File: src/rtl/menu_select_ctrl.sv
// Menu navigation controller: synchronises and debounces four push buttons,
// then steps a highlight index through the menu and confirms a choice.
module menu_select_ctrl #(
  parameter int NUM_ITEMS       = 3,
  parameter int DEBOUNCE_CYCLES = 125000
) (
  input  logic       clock,
  input  logic       reset,
  input  logic       btnU,
  input  logic       btnD,
  input  logic       btnC,
  input  logic       btnL,
  output logic       showmenu,
  output logic [3:0] highlight,
  output logic [3:0] choice,
  output logic       choice_valid
);

  localparam int              CW       = $clog2(DEBOUNCE_CYCLES + 1);
  localparam logic [CW-1:0]   CNT_LAST = CW'(DEBOUNCE_CYCLES - 1);
  localparam logic [3:0]      LAST_IDX = 4'(NUM_ITEMS - 1);

  localparam logic [0:0] MENU   = 1'b0;
  localparam logic [0:0] ACTIVE = 1'b1;

  // Button lanes: 0 = up, 1 = down, 2 = centre, 3 = back.
  localparam int B_UP = 0;
  localparam int B_DN = 1;
  localparam int B_CT = 2;
  localparam int B_BK = 3;

  logic [3:0]    raw;
  logic [3:0]    sync1;
  logic [3:0]    sync2;
  logic [3:0]    level;
  logic [3:0]    level_q;
  logic [3:0]    press;
  logic [CW-1:0] cnt [4];
  logic [0:0]    state;

  assign raw = {btnL, btnC, btnD, btnU};

  // NOTE: every clocked block uses non-blocking assignments so all registers
  // update from pre-edge values and simulation ordering cannot change results.
  always_ff @(posedge clock or posedge reset) begin
    if (reset) begin
      sync1 <= '0;
      sync2 <= '0;
    end else begin
      sync1 <= raw;
      sync2 <= sync1;
    end
  end

  // A level flips only after DEBOUNCE_CYCLES consecutive disagreeing samples.
  for (genvar b = 0; b < 4; b++) begin : g_debounce
    always_ff @(posedge clock or posedge reset) begin
      if (reset) begin
        cnt[b]   <= '0;
        level[b] <= 1'b0;
      end else if (sync2[b] != level[b]) begin
        if (cnt[b] == CNT_LAST) begin
          cnt[b]   <= '0;
          level[b] <= sync2[b];
        end else begin
          cnt[b] <= cnt[b] + 1'b1;
        end
      end else begin
        cnt[b] <= '0;
      end
    end
  end

  always_ff @(posedge clock or posedge reset) begin
    if (reset) begin
      level_q <= '0;
      press   <= '0;
    end else begin
      level_q <= level;
      press   <= level & ~level_q;
    end
  end

  always_ff @(posedge clock or posedge reset) begin
    if (reset) begin
      state        <= MENU;
      showmenu     <= 1'b1;
      highlight    <= '0;
      choice       <= '0;
      choice_valid <= 1'b0;
    end else begin
      // NOTE: default-low here makes choice_valid a single-cycle pulse.
      choice_valid <= 1'b0;
      case (state)
        MENU: begin
          if (press[B_CT]) begin
            choice       <= highlight + 4'd1;
            choice_valid <= 1'b1;
            state        <= ACTIVE;
            showmenu     <= 1'b0;
          end else if (press[B_BK]) begin
            // Back outranks up/down but has nothing to do on the menu screen.
            state <= MENU;
          end else if (press[B_UP] && !press[B_DN]) begin
            highlight <= (highlight == 4'd0) ? LAST_IDX : highlight - 4'd1;
          end else if (press[B_DN] && !press[B_UP]) begin
            highlight <= (highlight == LAST_IDX) ? 4'd0 : highlight + 4'd1;
          end
        end
        default: begin
          if (press[B_BK]) begin
            state    <= MENU;
            showmenu <= 1'b1;
            choice   <= '0;
          end
        end
      endcase
    end
  end

endmodule

File: config.mk
export PLATFORM = sky130hd
export DESIGN_NAME = menu_select_ctrl
export DESIGN_NICKNAME = d
export VERILOG_FILES = /design/src/rtl/menu_select_ctrl.sv
export SDC_FILE = /design/constraint.sdc
export NUM_CORES = 1
export LEC_CHECK = 0
export BUFFER_PORTS_ARGS = -buffer_cell sky130_fd_sc_hd__buf_2
export CAP_MARGIN = 20
export CORE_ASPECT_RATIO = 0.8
export CORE_UTILIZATION = 28
export CTS_BUF_LIST = sky130_fd_sc_hd__clkbuf_16
export CTS_CLUSTER_DIAMETER = 40
export DETAILED_ROUTE_END_ITERATION = 12
export HOLD_SLACK_MARGIN = 0.03
export PLACE_DENSITY_LB_ADDON = 0.05
export SKIP_LAST_GASP = 1
export SYNTH_ARGS = -nofsm -noshare
export SYNTH_HDL_FRONTEND = slang
export SYNTH_SLANG_ARGS = --single-unit
File: constraint.sdc
create_clock -name clock -period 3.3 [get_ports clock]
set_clock_uncertainty 0.15 [all_clocks]
set_input_delay 0.33 -clock clock [delete_from_list [all_inputs] [get_ports clock]]
set_output_delay 0.33 -clock clock [all_outputs]
set_load 0.03 [all_outputs]
==> impl.org, run 1 <==
** Run status
- Outcome :: finished with violations
- Violations in the final reports :: hold timing

** Cells and area
- Post-route design area :: between 5000 and 6000 um^2
- In the final layout, the share of cells above drive strength 1 is 0.101.
- Compared with the post-synthesis result, the final layout area differs by 14.5%.
- For this run, the post-layout net count is 475.
- Number of diodes :: 0

** Yosys
- Of the post-synthesis cell area, the dominant cell type holds 0.533.
- Synthesis inferred 99 register bits.
- sky130_fd_sc_hd__dfrtp_1 is the most common cell in the netlist.
- Counting every net in the synthesized netlist gives approximately 450.
- Sequential element share of the synthesized area :: 0.539
- Cell taking the most area after synthesis :: sky130_fd_sc_hd__dfrtp_1
- Most instantiated cells after synthesis :: 98 x sky130_fd_sc_hd__dfrtp_1, 63 x sky130_fd_sc_hd__nor2_1, 35 x sky130_fd_sc_hd__xnor2_1, 26 x sky130_fd_sc_hd__nand2_1, 25 x sky130_fd_sc_hd__nand3_1
- During synthesis, Yosys emitted a total of 0 warnings.
- Count of flip-flops with a built-in enable after synthesis :: 0
- Number of library cell types mapped by synthesis :: 50
- In the synthesized netlist the async set-or-reset flop fraction comes to 1.00.
- The cell count after synthesis came out at 438.
- In this run the cell area of the synthesized design comes to 4600 um^2.
- Main synth FF type :: sky130_fd_sc_hd__dfrtp_1
- Post-synthesis area per instance :: between 10 and 15 um^2
- Yosys attributes the largest share of cell area to sky130_fd_sc_hd__dfrtp_1 53%, sky130_fd_sc_hd__xnor2_1 6.7%, sky130_fd_sc_hd__nor2_1 5.1%, sky130_fd_sc_hd__xor2_1 4.0%, sky130_fd_sc_hd__nand3_1 2.7%.

** Critical path
- CP Class :: reg -> reg
- The largest single stage delay on the critical path is 570 ps.
- The critical path goes through or4b_1 -> or4_4 -> mux2_4.
- For the worst setup path, the data arrival time is 2170 ps.
- Crit path capture type :: register
- STA classifies the critical path startpoint as a register.
- Counting both buffers and inverters, the worst setup path holds a total of 0.
- The largest individual stage delay along the critical path comes from the cell sky130_fd_sc_hd__or4_4.
- Broken down by cell family, the worst path's largest delay share belongs to simple AND/OR/NAND/NOR gates.
- In this run the worst path has a maximum fanout of 5.
- Worst Path Required :: ~3400 ps

** Routing
- Detailed-route vias per instance :: between 4 and 5
- After detailed routing, the met2 layer carries 3640 um of wire.
- Wire length per cell :: 13.6 um
- Final Routed Wirelength :: 9230 um
- The detailed router finished its first iteration with 139 violations.
- DR WL met3 :: 280 um
- After detailed routing, no signal wire sits above met4.
- Number of vias after detailed routing :: 3,156
- The count of nets left with antenna violations once routing finished came out at 0.
- For this run, design rule violations remaining after detail routing come to 0.
- Count of TritonRoute iterations in the first routing pass :: 4
- For this block, wires on met1 add up to 5180 um.

** STA
- Hold timing on the final database bottoms out at a slack of -10.5 ps.
- Measured against its own limit, the worst slew margin works out to 0.463.
- Counting I/O delays and the setup requirement, the final critical path takes 2090 ps.
- Number of endpoints with negative hold slack in the final report :: 10
- Transition time of the tightest slew-check pin :: 805 ps
- Endpoints failing setup :: 0
- Of the available clock period, the critical path in the final layout requires 0.632.
- Maximum clock frequency :: 479 MHz
- The number of pins with negative max-slew slack in the final report came to 0.
- Setup TNS after final layout :: 0 ps
- Unrepaired setup endpoints after global routing :: false

** Global route
- Entering global routing, the biggest net connects 63 pins.
- Initial antenna violation count :: 0
- Via count of the first global-routing pass :: 3,139
- For this run, the total global-route usage over all layers was measured as 0.123.
- The total overflow left after global routing is 0.
- The first global-routing pass estimated ~16,000 um of wire.

** Clock tree
- In this run the deepest clock path goes through 2 buffers.
- Number of sinks driven by the clock tree :: 99
- Buffers inserted during clock tree synthesis total 9.
- The clock tree synthesis step divided the H-tree into 3 levels.
- TritonCTS built the clock tree.
- Clock insertion delay at the later pin of the skew report :: 350 ps
- Clock transition at path regs :: approximately 70 ps
- Post-CTS repair timing setup buffer count :: 0
- CTS root buffer :: sky130_fd_sc_hd__clkbuf_16

** Placement
- Standard cell area after detailed placement :: 4920 um^2
- During placement, the flow inserted port buffers numbering 15.
- After legalization and detailed placement, the total HPWL measured 6090 um.
- Placer's final routability congestion estimate :: roughly 0.7

** Floorplanning
- In this run the core area contains 41 standard-cell rows.
- Die extent in x :: 145 um
- The floorplan step defined a core boundary enclosing approximately 16,000 um^2.
- Total Die Area :: 16,900 um^2
- The initial utilization of the core area, before any placement, comes to 0.289.
- 16 I/O pins were placed.
- The die is 117 um tall.

** Power and ir drop
- Summed over all cells, the static leakage comes to 2.17 nW.
- Worst IR drop on VDD :: roughly 200 uV
- Dividing total power by cell area gives a power density of 461 nW/um^2.

** Run
- The tool flagged a number of max-cap violations equal to 0.

** Worst hold path
- The worst hold path belongs to the class in -> async.
[worst register-to-register path, stage by stage (launching register included)]
cell                      delay, ps
sky130_fd_sc_hd__dfrtp_1        420
sky130_fd_sc_hd__or4b_1         520
sky130_fd_sc_hd__or4_4          570
sky130_fd_sc_hd__mux2_4         310
[state kept, by name, summed over array words and instances (netlist names)]
signal,flops
choice,4
choice_valid,1
cnt,68
highlight,4
level,4
level_q,4
press,4
showmenu,1
state,1
sync1,4
sync2,4
[worst paths after layout]
check / start / to / slack, ps / depth (start not counted)
min: reset / cnt[63]$_DFF_PP0_ / -10 / 2
max reg2reg: cnt[44]$_DFF_PP0_ / level[1]$_DFFE_PP0P_ / 1210 / 3
max: cnt[44]$_DFF_PP0_ / level[1]$_DFFE_PP0P_ / 1210 / 3
max in group asynchronous: reset / showmenu$_DFFE_PP1P_ / 2180 / 3
min in group clock: sync1[3]$_DFF_PP0_ / sync2[3]$_DFF_PP0_ / 200 / 0
min reg2reg: sync1[3]$_DFF_PP0_ / sync2[3]$_DFF_PP0_ / 200 / 0
[cells by family (layout without fill, tap and decap cells)]
family,after synthesis,in the layout,share of synthesized area
buf+inv,22,49,0.0199
compound gates,40,40,0.0544
simple gates,204,204,0.236
xor+xnor,56,56,0.107
fa+ha+maj,9,9,0.0245
mux,8,8,0.0193
flops,99,99,0.539
[per-layer routing]
layer / global-route usage / vias up
met5: 0 / -
met4: 0.0421 / 0
met3: 0.0363 / 9
met2: 0.172 / 36
met1: 0.179 / 1518
li1: - / 1593
[placed cells by master, fill, tap and decap left out, drive strengths merged, types with 2 or more instances in the layout]
cell type,n
clkinv,5
nand2,27
nand4,15
nand3,26
and3,5
a21oi,13
dfrtp,98
a21o,2
and4,5
mux2i,4
or3,5
and2,2
mux2,4
nor2b,6
nor4bb,3
bufinv,2
dlygate4sd3,4
inv,11
nand4b,2
or4,7
ha,9
nor4,15
nor3,11
nor2,63
o31ai,5
o21ai,10
buf,18
nand2b,2
clkbuf,9
xor2,21
nor4b,7
xnor2,35
[through the flow]
step            util  std cells  setup slack (ps)  power (mW)  hold slack [ps]
4_1_cts        0.331        680              1210        2.49             43.7
5_1_grt        0.331        680              1100        2.55             78.4
3_5_place_dp   0.309        660              1220        1.34              185
3_3_place_gp   0.309        660              1220        1.34              184
6_report       0.331        680              1210        2.43            -10.5
2_1_floorplan      -        438               231        1.32              181
[cell type report]
| cell class | count | area [um^2] |
|---|---|---|
| fill | 1617 | 10600 |
| sequential | 99 | 2480 |
| multi-input combinational | 317 | 2030 |
| tap | 215 | 269 |
| clock buffer | 9 | 225 |
| inverter | 11 | 43.8 |
| timing repair buffer | 22 | 138 |
| clock inverter | 7 | 82.6 |
[power breakdown]
| part | switching [mW] | leakage (nW) | internal (mW) | total [mW] |
|---|---|---|---|---|
| logic | 0.0525 | 0.669 | 0.0210 | 0.0735 |
| registers | 0.0145 | 1.35 | 1.23 | 1.24 |
| clock network | 0.455 | 0.154 | 0.655 | 1.11 |
[what timing repair did]
action                                  CTS  global route
endpoints found under the setup margin    0             0
resized for setup                         0             0
endpoints found under the hold margin     4             0
hold buffers                              4             0
(Power assumes the default switching activity.)
==> inputs of run 2 (changes only) <==
==> constraint.sdc (replaced) <==
create_clock -name clock -period 2.1 [get_ports clock]
set_clock_uncertainty 0.15 [all_clocks]
set_input_delay 0.21 -clock clock [delete_from_list [all_inputs] [get_ports clock]]
set_output_delay 0.21 -clock clock [all_outputs]
set_load 0.03 [all_outputs]
==> impl.org, run 2 (synthesized netlist as in run 1, its figures left out) <==
** Clock tree
- CTS tree :: built
- H-Tree Level Count :: 3 (unchanged)
- The clock sink total came to 99 (unchanged).
- Post-CTS repair timing setup buffer count :: 0 (unchanged)
- In this run the clock root is driven by a sky130_fd_sc_hd__clkbuf_16.
- The CTS buffer count came to 9 (unchanged).
- The clock transition time at the flip-flop clock pins of the worst setup and hold paths came to 70 ps (about the same).
- The insertion delay of the later-clocked pin in the worst-skew pair is 350 ps (about the same).
- CTS Buffer Depth :: 2 (unchanged)

** STA
- The time the worst path needs with I/O delays and setup came to 2090 ps (-0.678 ps).
- Transition time of the tightest slew-check pin :: 426 ps (-379 ps)
- Max-Slew Margin vs Limit :: 0.712 (+0.249)
- Unrepaired setup endpoints after global routing :: true
- Number of endpoints with negative hold slack in the final report :: 0 (-10)
- The number of pins with negative max-slew slack in the final report is 0 (unchanged).
- Maximum clock frequency :: 480 MHz (about the same)
- The final period utilization was 0.993 (+0.361).
- The number of setup violations in the final report was 0 (unchanged).

** Global route
- Global-route wire length before repair :: 16,500 um (+0.51%)
- The global-route usage over all layers came to 0.124 (+0.00121).
- Via count of the first global-routing pass :: 3,185 (+1.5%)
- The largest net degree at the start of global routing came to 45 (-29%).
- Initial antenna violation count :: 0 (unchanged)
- The total overflow reported by the global router was 0 (unchanged).

** Critical path
- In this run the worst setup path terminates at level[1]$_DFFE_PP0P_.
- The number of buffer and inverter instances along the worst setup path is 0 (unchanged).
- The most critical setup path has its startpoint at cnt[46]$_DFF_PP0_.
- CP max-delay cell :: sky130_fd_sc_hd__or4_4
- Worst Path Required :: 2180 ps (-1200 ps)
- Flop2flop setup slack :: 10 ps (-1200 ps)
- The cell count along the critical path was 3 (unchanged).
- The worst setup path is of the reg -> reg kind.
- The worst register-to-register path ends at level[1]$_DFFE_PP0P_.
- Max incr delay on CP :: 560 ps (about the same)
- The worst reg2reg path depth is 3 (unchanged).
- STA classifies the critical path startpoint as a register.
- The worst setup path is captured at a register.
- Crit Reg-Reg Startpoint :: cnt[46]$_DFF_PP0_
- Arrival time of the worst setup path :: 2170 ps (about the same)
- Cells along the critical path :: or4_1 -> or4_4 -> mux2_4
- Peak fanout along the critical path :: 3 (-2)
- Broken down by cell family, the worst path's largest delay share belongs to simple AND/OR/NAND/NOR gates.

** Cells and area
- Max FFs per register :: 68 (unchanged)
- The share of layout cells above drive strength 1 was 0.140 (+0.0386).
- The non-filler instance count after layout came to 702 (+3.2%).
- Layout-stage area growth over the synthesis result :: 19.4%
- Final net count :: 497 (+4.6%)
- More flip-flops sit in one register than any other, and that register is cnt.
- Number of diodes :: 0 (unchanged)
- Leading cell types in the layout, fill and taps excluded :: 98 x sky130_fd_sc_hd__dfrtp_1, 63 x sky130_fd_sc_hd__nor2_1, 35 x sky130_fd_sc_hd__xnor2_1
- Fill cell instance count of the final layout :: 1,654 (+2.3%)
- Most common library cell in the layout ignoring fill and taps :: sky130_fd_sc_hd__dfrtp_1

** Power and ir drop
- The internal power of the cells came to 3.13 mW (+64%).
- The total power draw was 3.95 mW (+63%).
- The logic gate share of total power came to 0.033 (+0.003).
- The share of power burned in the clock network is 0.472 (+0.015).
- The worst IR drop on VDD is 344 uV (+68%).
- The power per cell area was 720 nW/um^2 (+56%).
- LEAKAGE :: 2.29 nW (+5.5%)
- The fraction of power spent switching nets was 0.208 (-0.00734).
- The reported net switching power is 820 uW (+57%).
- Sequential share of power :: 0.495 (-0.018)

** Routing
- The average vias per placed instance is 4.68 (+0.83%).
- The DRC marker count from the first detailed-route iteration came to 161 (+16%).
- Count of TritonRoute iterations in the first routing pass :: 4 (unchanged)
- Wire length per cell :: 13.6 um (+0.14%)
- Number of vias after detailed routing :: 3,285 (+4.1%)
- The DRC violation count after routing was 0 (unchanged).
- Antenna violation net count after detailed routing :: 0 (unchanged)
- Final Routed Wirelength :: 9540 um (+3.4%)

** Floorplanning
- Initial core utilization :: 0.289 (unchanged)
- Core region area :: 15,900 um^2 (unchanged)
- Die Ht :: 117 um (unchanged)
- The number of top-level pins is 16 (unchanged).
- The die width is 145 um (unchanged).
- Total Die Area :: 16,900 um^2 (unchanged)
- Row count :: 41 (unchanged)

** Run status
- Outcome :: finished clean

** Placement
- HPWL after detailed placement :: 6460 um (+6.0%)
- The count of input and output buffers came to 15 (unchanged).
- The weighted congestion at the end of routability-driven global placement is 0.730 (+4.7%).
- Count of placed standard cells including taps :: 681 (+3.2%)

** Worst hold path
- The path class of the tightest hold or removal check is reg -> reg.
- The worst hold path begins at sync1[0]$_DFF_PP0_.

** Run
- Max cap viols :: 0 (unchanged)
-- run 2: changes by cell type in the layout (fill, tap and decap cells not counted), moves of 2 or more --
cell | before | now
sky130_fd_sc_hd__buf_4 | 3 | 22
sky130_fd_sc_hd__clkinv_2 | 3 | 0
sky130_fd_sc_hd__buf_12 | 0 | 2
sky130_fd_sc_hd__clkinvlp_4 | 0 | 2
sky130_fd_sc_hd__inv_1 | 10 | 12
-- run 2: what timing repair did --
| item | 4_1_cts | 5_1_grt |
|---|---|---|
| setup endpoints to repair | 0 | 11 |
| gates resized for setup | 0 | 1 |
| hold buffers | 5 | 0 |
| endpoints found under the hold margin | 16 | 0 |
-- run 2: worst min-delay path by stage --
stage / end / slack, ps / cells after the start
finish: sync2[0]$_DFF_PP0_ / 200 / 0
global route: sync2[2]$_DFF_PP0_ / 220 / 0
CTS: sync2[0]$_DFF_PP0_ / 200 / 0
detailed placement: cnt[25]$_DFF_PP0_ / 80 / 2
global placement: cnt[25]$_DFF_PP0_ / 80 / 2
floorplan: sync1[0]$_DFF_PP0_ / 90 / 0
-- run 2: per-layer routing --
metal  global-route usage  up-vias  share of wire  wire, um
met5                    0        -              0         0
met3               0.0434        7          0.031       294
met2                0.177       29           0.40      3840
met4               0.0274        0         0.0091        87
li1                     -     1638              -         -
met1                0.180     1611           0.56      5320
-- run 2: area by class of cell --
class | count | area (um^2) | share of cell area
inverters | 11 | 45.0 | 0.00821
clock inverters | 7 | 109 | 0.0198
flip-flops and latches | 99 | 2480 | 0.452
well taps | 215 | 269 | 0.0490
repair buffers | 44 | 330 | 0.0602
clock buffers | 9 | 225 | 0.0410
multi-input cells | 317 | 2030 | 0.370
-- run 2: power groups by stage --
| stage | logic [mW] | clock network (mW) | registers (mW) |
|---|---|---|---|
| after global routing | 0.155 | 2.02 | 1.96 |
| after global placement | 0.130 | 0 | 1.99 |
| final | 0.132 | 1.86 | 1.96 |
| after floorplan | 0.0826 | 0 | 1.98 |
| after CTS | 0.139 | 1.94 | 1.95 |
| after detailed placement | 0.131 | 0 | 1.99 |
-- run 2: per-stage QoR --
step           setup WS (ps)  hold WS [ps]  setup TNS (ps)   util  area [um^2]
2_1_floorplan           83.2          91.4               0      -         4600
3_3_place_gp            61.5          82.0               0  0.321         5100
3_5_place_dp            29.5          81.7               0  0.321         5100
4_1_cts                 20.4           205               0  0.345         5480
5_1_grt                -7.08           220           -22.8  0.345         5490
6_report                14.8           203               0  0.345         5490
